<file path="config.mk">
export PLATFORM = sky130hd
export DESIGN_NAME = tpu_host_seq
export DESIGN_NICKNAME = d
export VERILOG_FILES = /design/src/rtl/tpu_host_pkg.sv /design/src/rtl/tpu_result_buf.sv /design/src/rtl/tpu_host_seq.sv
export SDC_FILE = /design/constraint.sdc
export NUM_CORES = 1
export LEC_CHECK = 0
export ABC_CLOCK_PERIOD_IN_PS = 2160
export CAP_MARGIN = 20
export CORE_UTILIZATION = 52
export DETAILED_ROUTE_END_ITERATION = 16
export GPL_TIMING_DRIVEN = 0
export PLACE_DENSITY = 0.91
export SLEW_MARGIN = 30
export SYNTH_ARGS = -nofsm -noshare
export SYNTH_HDL_FRONTEND = slang
export SYNTH_HIERARCHICAL = 1
export SYNTH_SLANG_ARGS = --single-unit
</file>
<file path="constraint.sdc">
create_clock -name clk -period 2.16 [get_ports clk]
set_clock_uncertainty 0.2 [all_clocks]
set_input_delay 0.324 -clock clk [delete_from_list [all_inputs] [get_ports clk]]
set_output_delay 0.324 -clock clk [all_outputs]
set_load 0.05 [all_outputs]
</file>
<file path="src/rtl/tpu_host_pkg.sv">
// Shared types and sizes for the TPU host-side sequencer.
package tpu_host_pkg;

    typedef enum logic [2:0] {
        LOAD,
        WAIT_DONE,
        DRAIN,
        READ,
        SEND
    } state_t;

    localparam int NUM_OPERAND_BYTES = 8;
    localparam int NUM_RESULTS       = 4;

endpackage

</file>
<file path="src/rtl/tpu_result_buf.sv">
// 4x8 result register file: written during the controller read burst, drained through a read pointer.
// Read data is forced to 0 whenever it is not being presented.
module tpu_result_buf
    import tpu_host_pkg::*;
(
    input  logic       clk,
    input  logic       rst,
    input  logic       i_we,
    input  logic [1:0] i_widx,
    input  logic [7:0] i_wdata,
    input  logic       i_rd_en,
    input  logic       i_adv,
    output logic [7:0] o_rdata,
    output logic       o_last
);

    logic [7:0] r_mem [NUM_RESULTS];
    logic [1:0] r_ptr;

    always_ff @(posedge clk or posedge rst) begin
        if (rst) begin
            for (int i = 0; i < NUM_RESULTS; i++) begin
                r_mem[i] <= 8'h00;
            end
            r_ptr <= 2'd0;
        end else begin
            if (i_we) begin
                r_mem[i_widx] <= i_wdata;
            end
            // The pointer wraps 3->0 exactly on the final accept, leaving it ready for the next burst.
            if (i_adv) begin
                r_ptr <= r_ptr + 2'd1;
            end
        end
    end

    assign o_rdata = i_rd_en ? r_mem[r_ptr] : 8'h00;
    assign o_last  = (r_ptr == 2'(NUM_RESULTS - 1));

endmodule

</file>
<file path="src/rtl/tpu_host_seq.sv">
// Host sequencer: streams 8 operand bytes into the TPU controller, waits for done, burst-reads 4 results
// and streams them out with valid/ready. Optional WAIT_DONE watchdog under TPU_SEQ_TIMEOUT_EN.
module tpu_host_seq
    import tpu_host_pkg::*;
#(
    parameter int DRAIN_CYCLES = 2
`ifdef TPU_SEQ_TIMEOUT_EN
    , parameter int TIMEOUT_CYCLES = 64
`endif
) (
    input  logic       clk,
    input  logic       rst,
    input  logic       s_valid,
    output logic       s_ready,
    input  logic [7:0] s_data,
    output logic       ctrl_load_en,
    output logic       ctrl_load_sel_ab,
    output logic [1:0] ctrl_load_index,
    output logic [7:0] ctrl_in_data,
    input  logic       ctrl_done,
    output logic       ctrl_output_en,
    output logic [1:0] ctrl_output_sel,
    input  logic [7:0] ctrl_out_data,
    output logic       m_valid,
    input  logic       m_ready,
    output logic [7:0] m_data,
    output logic       busy,
    output logic       err
);

    localparam int DW = $clog2(DRAIN_CYCLES + 1);

    state_t          r_state;
    logic [2:0]      r_byte_cnt;
    logic [1:0]      r_rd_idx;
    logic [DW-1:0]   r_drain;
    logic            r_load_en;
    logic            r_load_sel;
    logic [1:0]      r_load_idx;
    logic [7:0]      r_in_data;
    logic            w_last;
    logic            w_adv;

`ifdef TPU_SEQ_TIMEOUT_EN
    localparam int WW = $clog2(TIMEOUT_CYCLES + 1);
    logic [WW-1:0]   r_wd;
    logic            r_err;
`endif

    always_ff @(posedge clk or posedge rst) begin
        if (rst) begin
            r_state    <= LOAD;
            r_byte_cnt <= 3'd0;
            r_rd_idx   <= 2'd0;
            r_drain    <= '0;
            r_load_en  <= 1'b0;
            r_load_sel <= 1'b0;
            r_load_idx <= 2'd0;
            r_in_data  <= 8'h00;
`ifdef TPU_SEQ_TIMEOUT_EN
            r_wd       <= '0;
            r_err      <= 1'b0;
`endif
        end else begin
            r_load_en <= 1'b0;
`ifdef TPU_SEQ_TIMEOUT_EN
            r_err     <= 1'b0;
`endif
            case (r_state)
                LOAD: begin
                    if (s_valid) begin
                        r_load_en  <= 1'b1;
                        r_load_sel <= r_byte_cnt[2];
                        r_load_idx <= r_byte_cnt[1:0];
                        r_in_data  <= s_data;
                        if (r_byte_cnt == 3'(NUM_OPERAND_BYTES - 1)) begin
                            r_byte_cnt <= 3'd0;
                            r_state    <= WAIT_DONE;
`ifdef TPU_SEQ_TIMEOUT_EN
                            r_wd       <= '0;
`endif
                        end else begin
                            r_byte_cnt <= r_byte_cnt + 3'd1;
                        end
                    end
                end
                WAIT_DONE: begin
                    // Read starts DRAIN_CYCLES after the done cycle; DRAIN covers all but the last of them.
                    if (ctrl_done) begin
                        if (DRAIN_CYCLES == 1) begin
                            r_state <= READ;
                        end else begin
                            r_state <= DRAIN;
                            r_drain <= DW'(DRAIN_CYCLES - 1);
                        end
                    end
`ifdef TPU_SEQ_TIMEOUT_EN
                    else if (r_wd == WW'(TIMEOUT_CYCLES - 1)) begin
                        r_err   <= 1'b1;
                        r_state <= LOAD;
                    end else begin
                        r_wd <= r_wd + 1'b1;
                    end
`endif
                end
                DRAIN: begin
                    r_drain <= r_drain - 1'b1;
                    if (r_drain == DW'(1)) begin
                        r_state <= READ;
                    end
                end
                READ: begin
                    r_rd_idx <= r_rd_idx + 2'd1;
                    if (r_rd_idx == 2'(NUM_RESULTS - 1)) begin
                        r_state <= SEND;
                    end
                end
                SEND: begin
                    if (m_ready && w_last) begin
                        r_state <= LOAD;
                    end
                end
                default: r_state <= LOAD;
            endcase
        end
    end

    assign w_adv = m_valid && m_ready;

    tpu_result_buf u_buf (
        .clk     (clk),
        .rst     (rst),
        .i_we    (r_state == READ),
        .i_widx  (r_rd_idx),
        .i_wdata (ctrl_out_data),
        .i_rd_en (r_state == SEND),
        .i_adv   (w_adv),
        .o_rdata (m_data),
        .o_last  (w_last)
    );

    assign s_ready          = (r_state == LOAD);
    assign ctrl_load_en     = r_load_en;
    assign ctrl_load_sel_ab = r_load_sel;
    assign ctrl_load_index  = r_load_idx;
    assign ctrl_in_data     = r_in_data;
    assign ctrl_output_en   = (r_state == READ);
    assign ctrl_output_sel  = r_rd_idx;
    assign m_valid          = (r_state == SEND);
    assign busy             = !((r_state == LOAD) && (r_byte_cnt == 3'd0));
`ifdef TPU_SEQ_TIMEOUT_EN
    assign err              = r_err;
`else
    assign err              = 1'b0;
`endif

endmodule

</file>
# Word-level counts from Yosys, hierarchy flattened

Index checks and enable logic that the tools add are counted.

Add/sub/neg operators: 4
$lt $le $gt $ge: 3
Equal/unequal tests: 14
Mux-type cells: 19
Bitwise gates (word level): 2
Reduce and logical (&&, ||, !) cells: 11

Operators with widths:

| operator                                                 | number |
|---|---|
| bitwise mux 32 bit                                       | 1 |
| 2-to-1 mux 8 bit                                         | 4 |
| 2-to-1 mux 3 bit                                         | 7 |
| binary-select mux 8 bit (select 2 bit)                   | 1 |
| demux 8 bit (select 2 bit)                               | 1 |
| case mux 3 bit (5 select lines)                          | 1 |
| == test 3 x 2 -> 1 bit, second input constant            | 2 |
| == test 3 bit, second input constant                     | 2 |
| greater-or-equal comparator 3 bit, second input constant | 2 |
| logical NOT 3 bit                                        | 2 |
| inequality test 2 x 1 -> 1 bit, second input constant    | 3 |
| inequality test 2 bit, second input constant             | 3 |
| inverter 2 -> 3 bit                                      | 2 |
| AND reduction 6 bit                                      | 1 |
| adder 2 x 1 -> 2 bit, second input constant              | 2 |
| == test 2 bit, second input constant                     | 2 |
| logical AND 1 bit                                        | 4 |
| case mux 2 bit (2 select lines)                          | 1 |
| AND reduction 2 bit                                      | 2 |
| adder 3 x 1 -> 3 bit, second input constant              | 1 |
| == test 3 x 1 -> 1 bit, second input constant            | 1 |
| < comparator 3 x 1 -> 1 bit, second input constant       | 1 |
| == test 2 x 1 -> 1 bit, second input constant            | 1 |
| 2-to-1 mux 1 bit                                         | 2 |
| other kinds (4)                                          | 4 |

Register bits after elaboration: 56
Bits of input ports: 21
Logic and storage cells: 66

# Depth between registers and ports, before layout

Word-level depth: 6
Depth in mapped cells: 6
Gate-level depth less buffers: 5

# Hierarchy

Netlist, hierarchy kept.

Modules (own cells, without submodules):

| module         | instances | cells each | area each (um^2) | sequential area each (um^2) |
|---|---|---|---|---|
| tpu_result_buf | 1         | 103        | 1535.2           | 850.8 |
| tpu_host_seq   | 1         | 82         | 1062.3           | 550.5 |

# Worst setup path after synthesis

No wires, ideal clock.

Path kind: reg2out
From: reg r_state[2]
To: out m_data[6]
Arrival time: 3.071 ns
Setup slack: -1.435 ns
Cell stages (with the launch flop): 5
Path buffers: 0
Cell sequence: dfrtp_1 inv_1 nor3_1 nand2_1 o22ai_1

Word-level cells in the longest chain between the ends: 2

RTL lines:

| element                | line                 | source |
|---|---|---|
| start, declared        | tpu_host_seq.sv:33   | `state_t r_state;` |
| start signal, assigned | tpu_host_seq.sv:52   | `r_state <= LOAD;` |
| start signal, assigned | tpu_host_seq.sv:78   | `r_state <= WAIT_DONE;` |
| start signal, assigned | tpu_host_seq.sv:91   | `r_state <= READ;` |
| == test 3 bit          | -                    |  |
| named net m_valid      | tpu_host_seq.sv:24   | `output logic m_valid,` |
| 2-to-1 mux 8 bit       | tpu_result_buf.sv:37 | `assign o_rdata = i_rd_en ? r_mem[r_ptr] : 8'h00;` |
| end, declared          | tpu_host_seq.sv:26   | `output logic [7:0] m_data,` |

The timed path passes the listed nets, and every way through them passes these cells.

# Final worst setup path

From: reg r_state[1]
To: out m_data[1]

Word-level cells in the longest chain between the ends: 2

RTL lines:

| element          | line                 | source |
|---|---|---|
| == test 3 bit    | tpu_host_seq.sv:136  | `.i_rd_en (r_state == SEND),` |
| 2-to-1 mux 8 bit | tpu_result_buf.sv:37 |  |

No other way between the ends.

==> qor.csv <==
stage,metric,value,unit
critical_path,Reg2Reg Depth,6,
logic_synthesis,Mapped Nets,212,
grt,grt peak-use layer,met2,
critical_path,CP Launch Type,flip-flop,
logic_synthesis,Mapped Area,2597,µm²
outcome,failing checks,setup timing,
logic_synthesis,Post-synth EDFFs,0,
die,core area,4755,µm²
grt,GR Layer Usage met2,36.66,%
clocking,worst skew pair latency,310,ps
grt,largest net degree at the start of global routing,35,
placed_design,I/O Buffers,46,
placed_design,GPL Wtd Cong,0.7192,
logic_synthesis,area share of the leading cell type in the synthesized netlist,53.95,%
timing,relative slew slack,45.13,%
critical_path,R2R Path End,u_buf/r_mem[27],
grt,GR Overflow Total,0,
die,I/O pin count,48,
pwr,Power Dens Cells,1656,nW/µm²
route,Routed WL per cell,17.42,µm
critical_path,worst-path fanout max,8,
clocking,TritonCTS clock tree,yes,
die,Std-Cell Rows,25,
pwr,Leak,1.534,nW
route,via count,1698,
die,DIE AREA,5282,µm²
clocking,clock root cell,clkbuf_8,
grt,met1 GRT Util,30.59,%
outcome,outcome,"finished, violations left",
placed_design,pre-CTS setup slack,-452.5,ps
timing,Final WS setup,-15.65,ps
timing,maximum achievable frequency,0.4596,GHz
logic_synthesis,async set-reset flop share out of synthesis,100.0,%
logic_synthesis,"area leader, netlist",dfrtp_1,
die,Die W,72.68,µm
critical_path,Reg-to-Reg Start,r_state[2],
timing,Max Slew Vio Count,0,
logic_synthesis,post-synth cell types,34,
route,Routed Wire Length,5487,µm
timing,final worst-path cycle share,100.7,%
pwr,Power Total,0.005974,W
timing,Worst Tran Pin Value,817.9,ps
job,maxcap violations,0,
finish,diode count,0,
timing,Fin. Hold Viols,0,
critical_path,required time of the critical path,1640,ps
finish,area delta synth->final,38.92,%
logic_synthesis,Most used DFF post-synth,dfrtp_1,
clocking,H-tree Lvls,2,
route,first-pass detailed-route iteration total,6,
logic_synthesis,syn avg cell area,14.04,µm²
clocking,hold_buf cts,0,
grt,gr usage total,22.81,%
critical_path,Critical Path AT,1650,ps
pwr,Peak VDD IR,1.184,mV
route,DRT iter0 DRCs,64,
clocking,clock buffer depth,2,
critical_path,CP Class,reg -> out,
finish,Final nets,274,
logic_synthesis,synthesized flop and latch total,56,
finish,layout cells sized above 1,44.76,%
logic_synthesis,synth warn,6,
timing,hold_ws,217.1,ps
logic_synthesis,most frequent cell after synthesis,dfrtp_1,
critical_path,Crit. End Element,primary output,
finish,final core utilization,75.89,%
placed_design,DP HPWL,3622,µm
clocking,CTS sink cnt,56,
logic_synthesis,register area share after synthesis,53.95,%
worst_hold_path,worst min-delay path category,in -> async,
timing,endpoints failing setup,6,
timing,min cycle time layout,2176,ps
logic_synthesis,"top cells by count, synth","dfrtp_1, mux2_2, mux2i_1, o22ai_1",
clocking,Clock transition at path regs,100,ps
die,height of the die,72.68,µm
critical_path,worst reg2reg setup slack,210,ps
grt,M3 GR Usage,4.972,%
grt,vias in the first global route,1755,
route,via/cell ratio,5.390,
logic_synthesis,largest cells by area after synthesis,"dfrtp_1, mux2_2, mux2i_1, mux2_4, ha_1",
die,Initial Util,54.63,%
route,Detail Route Antenna Nets,0,
route,DRC viols,0,
timing,RSZ-0062 raised after global routing,yes,
grt,first-pass GRT wire length,8901,µm
clocking,Num CTS Buffers,5,
logic_synthesis,Post-Synthesis Cells,185,
grt,initial antenna violation count,0,
critical_path,Critical Path Start,r_state[1],
metal layers:
| layer | vias to the layer above | share of wire [%] |
|---|---|---|
| met2 | 40 | 51 |
| met5 | - | 0 |
| met1 | 855 | 44 |
| met4 | 0 | 1.9 |
| li1 | 792 | - |
| met3 | 11 | 3.0 |
stage by stage:
step / instances / area [µm²] / TNS (ps)
6_report: 315 / 3608 / -57.30
5_1_grt: 315 / 3608 / -950.9
3_3_place_gp: 298 / 3283 / -3547
2_1_floorplan: 185 / 2739 / -865.1
3_5_place_dp: 298 / 3283 / -4124
4_1_cts: 311 / 3552 / -72.30
report_power, final:
| part | internal (W) | switching (W) | leakage, nW | total (W) |
|---|---|---|---|---|
| Clock | 0.000579 | 0.000337 | 0.0784 | 0.000916 |
| Combinational | 0.00146 | 0.00161 | 0.797 | 0.00307 |
| Sequential | 0.00159 | 0.000407 | 0.659 | 0.00199 |
cells in the final DEF (no fill, tap or decap), drive strengths merged:
cell,instances
conb,1
a22oi,1
clkdlybuf4s18,1
and2,2
a21oi,2
o21ai,4
bufinv,3
mux2,47
dlygate4sd2,3
clkdlybuf4s50,32
and2b,1
mux2i,16
inv,5
xor2,1
ha,6
nand2b,2
a221oi,1
nand2,6
xnor2,1
a22o,1
clkinv,1
o22ai,8
clkbuf,5
nor3,2
buf,27
clkinvlp,1
a32o,1
nand4b,1
nor2,2
nor3b,1
nand3b,5
nand3,2
dfrtp,56
critical path, stage by stage, from the launching register on:
cell      delay (ps)
dfrtp_1          380
buf_6            130
nor3_4           190
nand2b_1         120
buf_12           170
o22ai_4          160
buf_6            180
cells by family (layout without fill, tap and decap cells):
family	after synthesis	in the layout	synth area share [%]
buffers and inverters	15	78	3.757
adder cells (fa/ha/maj)	6	6	2.890
XOR/XNOR	2	2	0.6745
AO/OA/AOI/OAI	18	18	4.432
flip-flops	56	56	53.95
multiplexers	63	63	27.55
AND/OR/NAND/NOR	24	24	6.599
other	1	1	0.1444
how the worst max path moves through the flow:
stage | slack, ps | endpoint | cells past startpoint
3_3_place_gp | -430 | m_data[3] | 6
6_report | -20 | m_data[1] | 6
4_1_cts | -20 | m_data[6] | 6
2_1_floorplan | -110 | m_data[0] | 5
5_1_grt | -130 | m_data[3] | 6
3_5_place_dp | -450 | m_data[3] | 6
repair_timing:
item                                    in CTS  in global routing
endpoints found under the setup margin      22                 27
pin swaps                                    1                  1
buffers inserted                             5                  4
gates resized for setup                     90                  4
state kept, by name, summed over array words and instances, names as in the netlist:
signal	flops
ctrl_load_sel_ab	1
u_buf/r_mem	32
r_drain	2
ctrl_output_sel	2
u_buf/r_ptr	2
r_state	3
ctrl_load_index	2
r_byte_cnt	3
ctrl_in_data	8
ctrl_load_en	1
area by class of cell:
class / count / area, µm²
plain buffers: 8 / 107.6
fillers: 286 / 1146
repair buffers: 55 / 539.3
well taps: 67 / 83.83
clock buffers: 5 / 68.82
flip-flops and latches: 56 / 1403
clock inverters: 3 / 90.09
multi-input cells: 114 / 1286
inverters: 7 / 30.03
Note: power is estimated with default switching activity, not from simulation.
